$ cat src/rtl/prio_encoder_rr_pkg.sv
// ============================================================================
//  Module      : prio_encoder_rr_pkg
//  Description : Shared constants and width helpers for the priority encoder.
//  Revision    : 1.0  initial release
// ============================================================================
`default_nettype none

package prio_encoder_rr_pkg;

    // Priority modes selectable through RR_MODE
    localparam int C_PRIO_FIXED = 0;
    localparam int C_PRIO_RR    = 1;

    // Index width for an n-bit request vector
    function automatic int idx_width(input int n);
        return (n <= 2) ? 1 : $clog2(n);
    endfunction

    // Count width able to hold the value n itself
    function automatic int cnt_width(input int n);
        return $clog2(n + 1);
    endfunction

endpackage : prio_encoder_rr_pkg

`default_nettype wire

$ cat src/rtl/prio_find.sv
// ============================================================================
//  Module      : prio_find
//  Description : Combinational winner search, fixed MSB-first or round-robin.
//  Revision    : 1.0  initial release
// ============================================================================
`default_nettype none

module prio_find
    import prio_encoder_rr_pkg::*;
#(
    parameter  int N       = 8,
    parameter  int RR_MODE = C_PRIO_FIXED,
    localparam int IDX_W   = idx_width(N)
) (
    input  logic [N-1:0]     req,
    input  logic [IDX_W-1:0] ptr,
    output logic [IDX_W-1:0] win_idx,
    output logic             found
);

    assign found = |req;

    generate
        if (RR_MODE == C_PRIO_RR) begin : g_rr
            logic [N-1:0]     w_rot;
            logic [IDX_W-1:0] w_off;
            logic [IDX_W:0]   w_sum;

            // Rotating a doubled copy keeps the wrap correct for any N, not only powers of two.
            assign w_rot = N'({req, req} >> ptr);

            always_comb begin
                w_off = '0;
                for (int i = N - 1; i >= 0; i--) begin
                    if (w_rot[i]) begin
                        w_off = IDX_W'(i);
                    end
                end
            end

            assign w_sum   = {1'b0, w_off} + {1'b0, ptr};
            assign win_idx = (w_sum >= (IDX_W + 1)'(N)) ? IDX_W'(w_sum - (IDX_W + 1)'(N))
                                                        : w_sum[IDX_W-1:0];
        end else begin : g_fixed
            logic [IDX_W-1:0] w_hi;
            logic             w_ptr_unused;

            assign w_ptr_unused = ^ptr;

            always_comb begin
                w_hi = '0;
                for (int i = 0; i < N; i++) begin
                    if (req[i]) begin
                        w_hi = IDX_W'(i);
                    end
                end
            end

            assign win_idx = w_hi;
        end
    endgenerate

endmodule : prio_find

`default_nettype wire

$ cat src/rtl/prio_encoder_rr.sv
// ============================================================================
//  Module      : prio_encoder_rr
//  Description : Registered N-bit priority encoder with grant, one-hot and
//                popcount results behind a valid/ready handshake.
//  Revision    : 1.0  initial release
// ============================================================================
`default_nettype none

module prio_encoder_rr
    import prio_encoder_rr_pkg::*;
#(
    parameter  int N       = 8,
    parameter  int RR_MODE = C_PRIO_FIXED,
    localparam int IDX_W   = idx_width(N),
    localparam int CNT_W   = cnt_width(N)
) (
    input  logic             clk,
    input  logic             rst,
    input  logic             req_valid,
    output logic             req_ready,
    input  logic [N-1:0]     req,
    output logic             grant_valid,
    input  logic             grant_ready,
    output logic [IDX_W-1:0] grant_idx,
    output logic [N-1:0]     grant_onehot,
    output logic             grant_none,
    output logic [CNT_W-1:0] req_count
);

    localparam int C_LVLS = $clog2(N);
    localparam int C_P    = 1 << C_LVLS;

    logic             w_accept;
    logic             w_found;
    logic [IDX_W-1:0] w_win_idx;
    logic [IDX_W-1:0] w_ptr;
    logic [CNT_W-1:0] w_count;

    logic             r_grant_valid;
    logic [IDX_W-1:0] r_idx;
    logic [N-1:0]     r_onehot;
    logic             r_none;
    logic [CNT_W-1:0] r_count;

    assign req_ready = !r_grant_valid || grant_ready;
    assign w_accept  = req_valid && req_ready;

    prio_find #(
        .N       (N),
        .RR_MODE (RR_MODE)
    ) u_find (
        .req     (req),
        .ptr     (w_ptr),
        .win_idx (w_win_idx),
        .found   (w_found)
    );

    // Pairwise adder tree; leaves beyond N are padded with zero.
    genvar l, k;
    generate
        for (l = 0; l <= C_LVLS; l++) begin : g_lvl
            logic [CNT_W-1:0] w_sum [C_P >> l];
            for (k = 0; k < (C_P >> l); k++) begin : g_node
                if (l == 0) begin : g_leaf
                    if (k < N) begin : g_bit
                        assign w_sum[k] = CNT_W'(req[k]);
                    end else begin : g_pad
                        assign w_sum[k] = '0;
                    end
                end else begin : g_add
                    assign w_sum[k] = g_lvl[l-1].w_sum[2*k] + g_lvl[l-1].w_sum[2*k+1];
                end
            end
        end
    endgenerate

    assign w_count = g_lvl[C_LVLS].w_sum[0];

    generate
        if (RR_MODE == C_PRIO_RR) begin : g_ptr
            logic [IDX_W-1:0] r_ptr;
            logic [IDX_W:0]   w_next;

            assign w_next = {1'b0, w_win_idx} + (IDX_W + 1)'(1);

            // An all-zero accepted request leaves the pointer where it was.
            always_ff @(posedge clk or posedge rst) begin
                if (rst) begin
                    r_ptr <= '0;
                end else if (w_accept && w_found) begin
                    r_ptr <= (w_next == (IDX_W + 1)'(N)) ? '0 : w_next[IDX_W-1:0];
                end
            end

            assign w_ptr = r_ptr;
        end else begin : g_no_ptr
            assign w_ptr = '0;
        end
    endgenerate

    always_ff @(posedge clk or posedge rst) begin
        if (rst) begin
            r_grant_valid <= 1'b0;
            r_idx         <= '0;
            r_onehot      <= '0;
            r_none        <= 1'b0;
            r_count       <= '0;
        end else if (w_accept) begin
            r_grant_valid <= 1'b1;
            r_idx         <= w_found ? w_win_idx : '0;
            r_onehot      <= w_found ? (N'(1) << w_win_idx) : '0;
            r_none        <= !w_found;
            r_count       <= w_count;
        end else if (grant_ready) begin
            r_grant_valid <= 1'b0;
        end
    end

    assign grant_valid  = r_grant_valid;
    assign grant_idx    = r_idx;
    assign grant_onehot = r_onehot;
    assign grant_none   = r_none;
    assign req_count    = r_count;

endmodule : prio_encoder_rr

`default_nettype wire

$ cat config.mk
export PLATFORM = sky130hd
export DESIGN_NAME = prio_encoder_rr
export DESIGN_NICKNAME = d
export VERILOG_FILES = /design/src/rtl/prio_encoder_rr_pkg.sv /design/src/rtl/prio_find.sv /design/src/rtl/prio_encoder_rr.sv
export SDC_FILE = /design/constraint.sdc
export NUM_CORES = 1
export LEC_CHECK = 0
export ABC_AREA = 1
export BUFFER_PORTS_ARGS = -buffer_cell sky130_fd_sc_hd__buf_2
export CAP_MARGIN = 20
export CORE_ASPECT_RATIO = 1.2
export CORE_MARGIN = 8
export CORE_UTILIZATION = 54
export CTS_CLUSTER_DIAMETER = 100
export DETAILED_ROUTE_END_ITERATION = 6
export HOLD_SLACK_MARGIN = 0.03
export PLACE_DENSITY = 0.93
export SLEW_MARGIN = 10
export SYNTH_ARGS = -nofsm -noshare
export SYNTH_HDL_FRONTEND = slang
export SYNTH_HIERARCHICAL = 1
export SYNTH_SLANG_ARGS = --single-unit
$ cat constraint.sdc
create_clock -name clk -period 2.7 [get_ports clk]
set_clock_uncertainty 0.1 [all_clocks]
set_input_delay 0.135 -clock clk [delete_from_list [all_inputs] [get_ports clk]]
set_output_delay 0.135 -clock clk [all_outputs]
set_load 0.02 [all_outputs]
==> metrics list, run 1 <==
- The flow ran to the end, and the final reports show no timing, DRC or antenna violations.
* Final worst hold slack: between 0.02 and 0.03 ns
* Final RePlAce weighted congestion: 0.717
- Clock transition at the registers of the reported paths: ~0.090 ns
- Vias per cell: 4.82
- Crit start category: input port
- Final global-route overflow total: 0
- The first global-routing pass estimated between 3 and 4 mm of wire.
- Arrival time at the worst endpoint: between 2 and 3 ns
* Cts bufs inserted: 3
* Syn Area/Cell: about 8.4 um^2
- The final count of pins violating max slew is 0.
- Total of fill cells in the finished design: between 100 and 150
- For the worst setup path, the data required time is approximately 2.8 ns.
* Initial detailed-routing violation count: 17
- For the worst-skew pair, the clock arrives at the later sink with an insertion delay of between 0.2 and 0.3 ns.
- Slew at the pin closest to its max-slew limit: 0.612 ns
- 30 I/O pins were placed.
- Post-CTS Setup Inserts: 0
- After the last flow step, the layout net total stands at 176.
* Floorplan Core Area: 0.00185 mm^2
- The Yosys step of the flow raised 6 warnings.
* Clock sink total: 17
* Fin crit period: about 2.5 ns
- The floorplan has 17 rows.
* Die boundary width: 56.4 um
* Sum of net half-perimeters after detailed placement: 1.76 mm
- Hold/Removal Path Class: input port to register
- After detailed placement, the total cell area comes to 0.00119 mm^2.
- For this run, the top clock speed supported by timing is between 300 and 400 MHz.
- At the end of the flow the core is filled with cells to ~66%.
- In this run the cell area of the synthesized design comes to ~0.0011 mm^2.
- The via count of the first global-routing pass is between 900 and 1,000.
* Starting Density: 57.1%
- Cell repeated most along the worst path: fa_1
* Power Dens Cells: 556 mW/mm^2
* Non-filler cells, final: about 180
- Setup repair after global routing left no endpoint under its margin.
- For the final routed database, the setup TNS stands at 0 ns.
* Final Hold Violating Endpoints: 0
- Total Routing Usage GR: 12.5%
* Antenna violations before repair: 0
* Critical Path Fanout Max: 2
- VDD sags by at most about 0.3 mV.
- Chip Height: 64.4 um
* Number of standard cells after synthesis: approximately 130
- Placed insts: 170
* I/O Buffers: 29
* Largest stage delay on the critical path: 0.56 ns
- Entering global routing, the biggest net connects 32 pins.
* Critical-path top delay cell: fa_1
* Maximum Capacitance Violations: 0
- In this run the remaining antenna-violating nets after routing total 0.
- The routed layout has 844 vias.
* CTS tree: done
- The floorplan step defined a die boundary enclosing 0.00363 mm^2.
* Share of the cycle needed by the critical path after routing: approximately 94%
* Number of buffers on the longest clock path: 2
- Max H-tree Level: 1
* Post-Synthesis Net Count: ~140
* Synth-to-Final Area Change: 16.2%
- Ant diodes: 0
* Final wirelength: 2.14 mm
- The setup path with the least slack is of type input port to register.
* Count of TritonRoute iterations in the first routing pass: 4
- Cell-by-cell trace of the critical path: buf_2 -> inv_1 -> fa_1 -> fa_1 -> fa_1 -> inv_1 -> ha_1 -> inv_1 -> fa_1 -> xnor2_1 -> nand2_1 -> nand2_1
* Worst setup EP type: register
- DRC: 0
- Clock tree synthesis selected as its root buffer the cell clkbuf_4.
- Leakage: between 0.7 and 0.8 nW
* Setup-failing EPs final: 0
* Share of cells above drive strength 1: 33.3%
- In the final routed layout, each cell accounts on average for 12.2 um.
- Remaining max-slew budget at the tightest pin: roughly three fifths
- The finished cells cover between 0.001 and 0.0015 mm^2.
## worst paths after layout
path | endpoint | slack, ns | cells after the start | startpoint
worst min-delay path | grant_valid | 0.03 | 4 | grant_ready
worst max-delay path | req_count[2] | 0.15 | 12 | req[0]
min in group asynchronous | req_count[3] | 0.37 | 3 | rst
worst max register to register | req_count[3] | 1.41 | 5 | grant_valid
max in group asynchronous | grant_idx[0] | 1.74 | 3 | rst
worst min register to register | grant_onehot[3] | 0.39 | 2 | grant_onehot[3]
## where the power goes
group	switching, mW	leakage, nW	internal [mW]
Clock	0.0712	0.0150	0.0572
Sequential	0.0182	0.219	0.289
Combinational	0.156	0.511	0.0904
Total	0.245	0.745	0.436
## worst max-delay path: cells and delay by family
family        cells  cell delay (ns)
fa+ha+maj         5             1.98
buf+inv           4             0.28
xor+xnor          1             0.13
simple gates      2             0.09
## what timing repair did
item / 4_1_cts / 5_1_grt
hold buffers: 1 / 0
resized for setup: 0 / 0
endpoints found under the hold margin: 17 / 0
## sequential cells by signal (all words and copies together) (netlist names)
signal        flops
grant_onehot      8
req_count         4
grant_idx         3
grant_none        1
grant_valid       1
## cell usage in the layout (no fill, tap or decap)
master / instances
ha_1: 3
clkbuf_4: 3
nor2_2: 1
o21ai_2: 13
inv_2: 1
xnor2_1: 1
nand3_1: 3
dfrtp_1: 17
buf_4: 1
clkbuf_1: 1
buf_2: 29
nor3_1: 1
inv_1: 25
nand2_4: 2
nand2_1: 39
nand2_2: 2
dlygate4sd3_1: 1
fa_1: 4
nor2_1: 5
nand4_1: 4
## metal layers
layer  global-route usage, %  vias to the layer above  share of wire, %
met5                       0                        -                 0
met4                    6.02                        0               1.3
met3                    2.14                        2               3.1
met1                    13.1                      382                42
met2                    23.2                       19                54
li1                        -                      441                 -
## cell type report
class                   count  area, um^2  share of cell area (%)
multi-input cells          78         492                    40.1
well taps                  19        23.8                    1.94
clock buffers               4        26.3                    2.14
inverters                  26        97.6                    7.95
flip-flops and latches     17         425                    34.7
repair buffers             31         163                    13.3
## stage by stage
step / power (mW) / worst slack [ns]
floorplan: 0.488 / 0.102
global placement: 0.544 / -0.0233
detailed placement: 0.561 / -0.150
CTS: 0.688 / 0.148
global route: 0.730 / 0.0500
finish: 0.682 / 0.150
Power figures use the tool's default switching activity.
==> run 2, diff against run 1 <==
--- a/config.mk
+++ b/config.mk
@@ -6,15 +6,15 @@
 export NUM_CORES = 1
 export LEC_CHECK = 0
 export ABC_AREA = 1
-export BUFFER_PORTS_ARGS = -buffer_cell sky130_fd_sc_hd__buf_2
 export CAP_MARGIN = 20
-export CORE_ASPECT_RATIO = 1.2
+export CORE_ASPECT_RATIO = 0.8
 export CORE_MARGIN = 8
-export CORE_UTILIZATION = 54
+export CORE_UTILIZATION = 60
 export CTS_CLUSTER_DIAMETER = 100
 export DETAILED_ROUTE_END_ITERATION = 6
+export DONT_BUFFER_PORTS = 1
 export HOLD_SLACK_MARGIN = 0.03
-export PLACE_DENSITY = 0.93
+export PLACE_DENSITY = 0.87
 export SLEW_MARGIN = 10
 export SYNTH_ARGS = -nofsm -noshare
 export SYNTH_HDL_FRONTEND = slang
==> metrics list, run 2 (synthesis gave the netlist of run 1 again) <==
- The power density over the cells was 584 mW/mm^2 (+5.2%).
- Share of cells above drive strength 1: 17.2% (-16 points)
* Share of the cycle needed by the critical path after routing: 90.3% (-4.2 points)
* Min setup slack post-route: 0.263 ns (+0.112 ns)
- Initial detailed-routing violation count: 24 (+7)
- Grouping stages by cell kind, the critical path spends the most delay in adder cells.
- The actual slew at the worst max-slew pin is 0.625 ns (+0.0130 ns).
- Vias per cell: 5.13 (+6.3%)
* Count of TritonRoute iterations in the first routing pass: 4 (unchanged)
- The leakage power is 0.621 nW (-17%).
- Starting Density: 64.3% (+7.2 points)
- STA classifies the critical path endpoint as a register.
- The core utilization of the finished layout is 66.9% (+0.54 points).
- The flow ran to the end, and the final reports show no timing, DRC or antenna violations.
* Floorplan die area: 0.00337 mm^2 (-7.3%)
- Register Area: 425 um^2 (unchanged)
* Type of the setup path with the least slack: input port to register
- The count of buffer and inverter cells on the critical path came to 3 (-1).
- Chip Height: 53.5 um (-17%)
* Data required time at the worst endpoint: 2.78 ns (about the same)
- Arrival time at the worst endpoint: 2.51 ns (-0.11 ns)
- Number of routed nets with antenna violations: 0 (unchanged)
- Number of top-level design ports: 30 (unchanged)
* Setup-failing EPs final: 0 (unchanged)
* Ant diodes: 0 (unchanged)
- The number of rows created at floorplan came to 13 (-4).
- The critical path goes through inv_1 -> fa_1 -> fa_1 -> fa_1 -> inv_1 -> ha_1 -> inv_1 -> fa_1 -> xnor2_1 -> nand2_1 -> nand2_1.
* Critical-path top delay cell: fa_1
* Critical Path Fanout Max: 2 (unchanged)
- The total via count after detailed routing came to 769 (-8.9%).
- The maximum number of pins on one net before global-route repair was 32 (unchanged).
- The via count of the first global-routing pass was 740 (-18%).
- Maximum Capacitance Violations: 0 (unchanged)
* Fin nets: 148 (-16%)
* Clock tree root buffer cell: clkbuf_4
- Leaving out fill and tap cells, the most frequent cell in the layout is nand2_1.
- Unrepaired setup endpoints after global routing: false
- The placement-stage worst setup slack was -0.0362 ns (+0.114 ns).
* Most frequent cells in the layout: 39 x nand2_1, 25 x inv_1, 17 x dfrtp_1
* Final max-slew violation count: 0 (unchanged)
* Clock transition at the registers of the reported paths: 0.09 ns (about the same)
- Final Hold Violating Endpoints: 0 (unchanged)
- The worst vdd rail ir drop came to 0.341 mV (+11%).
- The placer's final routability congestion estimate is 0.762 (+6.2%).
- CTS tree: done
- I/O Buffers: 0 (-100%)
- Remaining max-slew budget at the tightest pin: 58.3% (-0.87 points)
- The multi-input gate area in the final layout was 492 um^2 (unchanged).
- Total Routing Usage GR: 12.1% (-0.34 points)
- The placeable core region came to 0.00164 mm^2 (-11%).
- The clock insertion delay at the later pin of the skew report was 0.28 ns (about the same).
- Synth-to-Final Area Change: 4.03%
* Antenna violations before repair: 0 (unchanged)
- The largest incremental delay on the critical path came to 0.55 ns (about the same).
- The average wire per cell in the routed design was 12.8 um (+4.9%).
- The CTS sink count was 17 (unchanged).
- In this design, the critical path's most frequently occurring cell is fa_1.
* Max H-tree Level: 1 (unchanged)
* Hold/Removal Path Class: input port to register
- Cts bufs inserted: 3 (unchanged)
- The routed wire length came to 1.92 mm (-10%).
- The number of fill cells was 154 (+4.8%).
* Final global-route overflow total: 0 (unchanged)
* Achievable clock frequency: 410 MHz (+4.6%)
* Crit start category: input port
- First-pass GRT wire length: 3.31 mm (-13%)
* Max FFs per register: 8 (unchanged)
- The post-route cell area is 0.00110 mm^2 (-10%).
* Placed inst area: 0.00104 mm^2 (-12%)
- The width of the die was 62.9 um (+12%).
* Number of buffers on the longest clock path: 2 (unchanged)
* Sum of net half-perimeters after detailed placement: 1.56 mm (-12%)
* DRC: 0 (unchanged)
- The final period demand of the worst path is 2.44 ns (-0.112 ns).
run 2: cell count changes in the layout (fill, tap and decap cells not counted):
cell,previous run,this run
buf_4,1,0
buf_2,29,0
dlygate4sd3_1,1,3
run 2: power breakdown:
| part | leakage, nW | internal (mW) | switching, mW |
|---|---|---|---|
| combinational | 0.387 | 0.0616 | 0.0915 |
| sequential | 0.219 | 0.289 | 0.0709 |
| clock | 0.0150 | 0.0573 | 0.0722 |
run 2: layout make-up:
type	instances	share of cell area (%)
clock buffer	4	2.39
inverter	26	8.88
multi-input combinational	78	44.8
sequential	17	38.7
tap	22	2.51
timing repair buffer	3	2.73
run 2: stage by stage:
step	hold WS, ns	cells	total power [mW]	TNS [ns]
final	0.113	150	0.642	0
after global routing	0.143	150	0.686	0
after CTS	0.114	150	0.651	0
after detailed placement	0.0455	143	0.517	-0.0527
after global placement	0.0267	143	0.506	0
after floorplan	-0.0389	125	0.488	0
run 2: worst paths after layout:
check / start / endpoint / slack [ns] / cells past startpoint
setup / recovery: req[0] / req_count[2] / 0.26 / 11
hold / removal: req_valid / grant_valid / 0.11 / 2
setup reg to reg: grant_valid / req_count[3] / 1.22 / 5
hold reg to reg: grant_onehot[7] / grant_onehot[7] / 0.54 / 2
max in group asynchronous: rst / req_count[2] / 1.83 / 2
min in group asynchronous: rst / grant_onehot[4] / 0.27 / 2
run 2: per-layer routing:
layer | vias up | global-route usage, % | wire [um]
met2 | 26 | 20.9 | 931
met4 | 0 | 7.92 | 49
met5 | - | 0 | 0
li1 | 383 | - | -
met3 | 6 | 3.16 | 174
met1 | 354 | 13.4 | 766
run 2: timing repair:
action / in CTS / in global routing
hold buffers: 3 / 0
endpoints found under the hold margin: 19 / 0
setup buffers: 0 / 0
resized for setup: 0 / 0
==> run 3, diff against run 2 <==
--- a/config.mk
+++ b/config.mk
@@ -13,7 +13,9 @@
 export CTS_CLUSTER_DIAMETER = 100
 export DETAILED_ROUTE_END_ITERATION = 6
 export DONT_BUFFER_PORTS = 1
+export GPL_TIMING_DRIVEN = 0
 export HOLD_SLACK_MARGIN = 0.03
+export MAX_ROUTING_LAYER = met4
 export PLACE_DENSITY = 0.87
 export SLEW_MARGIN = 10
 export SYNTH_ARGS = -nofsm -noshare
==> metrics list, run 3 (synthesis gave the netlist of run 1 again) <==
- Run status: finished, final reports clean
- Cell depth of the worst min-delay path: 4 (+2)
* Largest stage delay on the critical path: 0.54 ns (about the same)
- The fraction of power consumed by combinational cells was 24.9% (+1.1 points).
- The final total negative setup slack was 0 ns (unchanged).
- The routed wire length was 1.96 mm (+2.0%).
- In this run the critical register-to-register path is captured at grant_valid.
- Worst setup EP type: register
* Cts bufs inserted: 3 (unchanged)
- Hold/Removal Path Class: input port to register
* Met1 layer wirelength in the final routing: 845 um (+10%)
* Critical Path Fanout Max: 2 (unchanged)
- By startpoint and endpoint, the worst setup path is classified as input port to register.
- Final RePlAce weighted congestion: 0.805 (+5.6%)
- The floorplan die area is 0.00337 mm^2 (unchanged).
- Unrepaired setup endpoints after global routing: false
- The worst setup path is launched from an input port.
- The ratio of routed vias to standard cells was 5.13 (about the same).
- The remaining antenna violation count after routing came to 0 (unchanged).
- Sum of met3 wire segment lengths after detailed routing: 191 um (+9.8%)
* Post-CTS Setup Inserts: 0 (unchanged)
- First-pass GRT wire length: 3.45 mm (+4.4%)
- The width of the die is 62.9 um (unchanged).
- Launch instance of the worst min-delay path: req[0]
- The remaining max-slew budget at the tightest pin was 59.2% (+0.97 points).
- The final period demand of the worst path was 2.48 ns (+0.0401 ns).
- The total via count after detailed routing is 805 (+4.7%).
- Leakage: 0.657 nW (+5.8%)
* Largest delay contributor family on the critical path: adder cells
- Clock power share: 20.7% (+0.5 points)
- Share of the cycle needed by the critical path after routing: 91.8% (+1.5 points)
* Source of the worst register-to-register timing path: grant_valid
- The internal power came to 0.417 mW (+2.2%).
- The number of primary I/O pins was 30 (unchanged).
- Number of rows created at floorplan: 13 (unchanged)
- Number of buffers on the longest clock path: 2 (unchanged)
* Placed insts: 147 (+2.8%)
- The signal on the critical path passes through inv_1 -> fa_1 -> fa_1 -> fa_1 -> inv_1 -> ha_1 -> nand2_1 -> dlygate4sd3_1 -> nand2_1.
- Insertion delay to the later sink of the worst-skew pair: 0.30 ns (+0.02 ns)
- Total of fill cells in the finished design: 127 (-18%)
* Max H-tree Level: 1 (unchanged)
* DRC: 0 (unchanged)
- Arrival time at the worst endpoint: 2.58 ns (+0.07 ns)
- The first-iteration detailed-routing DRC count was 29 (+21%).
- Antenna violations before repair: 0 (unchanged)
* Worst hold endpoint: grant_none
- The final setup violation count came to 0 (unchanged).
- The number of search-and-repair iterations in the first detailed-routing pass came to 6 (+2).
- The maximum number of pins on one net before global-route repair was 18 (-44%).
- I/O Buffers: 0 (unchanged)
- Signal routing reaches up to met4.
- The die extent in y was 53.5 um (unchanged).
- The number of endpoints with negative hold slack in the final report came to 0 (unchanged).
- The via count of the first global-routing pass is 769 (+3.9%).
* Register-to-register setup slack: 0.96 ns (-0.26 ns)
- The most numerous cell type found on the critical path is fa_1.
- The total power draw came to 0.663 mW (+3.2%).
* Final max-slew violation count: 0 (unchanged)
- The global router's overall resource usage was 13.3% (+1.2 points).
- Clock tree synthesis selected as its root buffer the cell clkbuf_4.
- Slew at the pin closest to its max-slew limit: 0.611 ns (-0.0145 ns)
- Switching power total: 0.246 mW (+4.9%)
- The number of max-cap violations is 0 (unchanged).
- The switching part of the total is 37.1% (+0.61 points).
- Leaving out fill and tap cells, the most frequent cells in the layout are 39 x nand2_1, 25 x inv_1, 17 x dfrtp_1.
* Sum of net half-perimeters after detailed placement: 1.49 mm (-4.0%)
* VDD IR max: 0.371 mV (+8.6%)
- The initial core utilization came to 64.3% (unchanged).
- Achievable clock frequency: 404 MHz (-1.6%)
- The remaining global-route overflow came to 0 (unchanged).
- The final-layout worst hold slack came to 0.0711 ns (-0.0417 ns).
- Clock sink total: 17 (unchanged)
- The number of flip-flops under the largest register name came to 8 (unchanged).
* DR WL met2: 902 um (-3.1%)
- Non-filler cells, final: 157 (+4.7%)
- Leading cell type in the layout, fill and taps excluded: nand2_1
- The length in cells of the worst reg-to-reg path was 5 (unchanged).
- The post-CTS clock slew at the launch and capture registers of the worst setup and hold paths came to 0.11 ns (+0.02 ns).
* Drt wl/cell: 12.5 um (-2.6%)
- From synthesis to final layout, the design area changed by 10.9%.
- CTS tree: done
* Data required time at the worst endpoint: 2.80 ns (+0.02 ns)
- The placeable core region is 0.00164 mm^2 (unchanged).
- Critical-path top delay cell: fa_1
* Sequential power share: 54.4% (-1.6 points)
* Cell area after layout: 0.00117 mm^2 (+6.6%)
- The power density over the cells is 566 mW/mm^2 (-3.2%).
* Fin nets: 155 (+4.7%)
* Number of buffer and inverter instances along the worst setup path: 3 (unchanged)
- Share of cells above drive strength 1: 20.0% (+2.8 points)
- The number of inserted diodes came to 0 (unchanged).
- The placed standard-cell area came to 0.00108 mm^2 (+4.0%).
[run 3: cell count changes in the layout (fill, tap and decap cells not counted), sizes merged]
cell,change
buf,+4
clkinv,+1
dlygate4sd3,+3
clkbuf,-1
[run 3: worst register-to-register path, delay by kind of cell (launching register included)]
kind | cells | cell delay, ns
buffers and inverters | 2 | 0.71
DFF | 1 | 0.52
and+or+nand+nor | 3 | 0.30
[run 3: final cells by class]
class	count	area (um^2)	share of cell area (%)
flip-flops and latches	17	425	36.3
clock inverters	1	5.00	0.427
multi-input cells	78	492	42.0
well taps	22	27.5	2.35
inverters	26	97.6	8.33
repair buffers	6	60.1	5.13
plain buffers	4	41.3	3.53
clock buffers	3	22.5	1.92
[run 3: metrics by stage]
stage	utilization, %	setup slack [ns]
6_report	71.3	0.223
5_1_grt	71.3	0.153
4_1_cts	71.3	0.205
3_5_place_dp	66.0	0.00498
3_3_place_gp	66.0	0.0329
2_1_floorplan	-	0.102
[run 3: per-layer routing]
metal / global-route usage, % / vias to the layer above
li1: - / 404
met1: 15.1 / 364
met2: 20.0 / 34
met3: 4.84 / 3
met4: 7.92 / 0
met5: - / -
[run 3: repair_timing]
item / 4_1_cts / 5_1_grt
gates resized for setup: 0 / 0
endpoints found under the hold margin: 21 / 0
endpoints found under the setup margin: 0 / 0
hold buffers: 6 / 0
[run 3: how the worst max path moves through the flow]
stage	start	slack, ns	depth (start not counted)	to
finish	req[0]	0.22	9	req_count[0]
global route	req[0]	0.15	9	req_count[0]
CTS	req[0]	0.21	9	req_count[0]
detailed placement	req[0]	0.005	11	req_count[2]
global placement	req[0]	0.03	11	req_count[2]
floorplan	req[0]	0.10	11	req_count[2]
[run 3: power groups by stage]
stage               clock (mW)  sequential, mW  combinational, mW
floorplan                    0           0.357              0.131
global placement             0           0.365              0.148
detailed placement           0           0.367              0.155
CTS                      0.134           0.361              0.168
global route             0.150           0.364              0.192
finish                   0.137           0.360              0.165
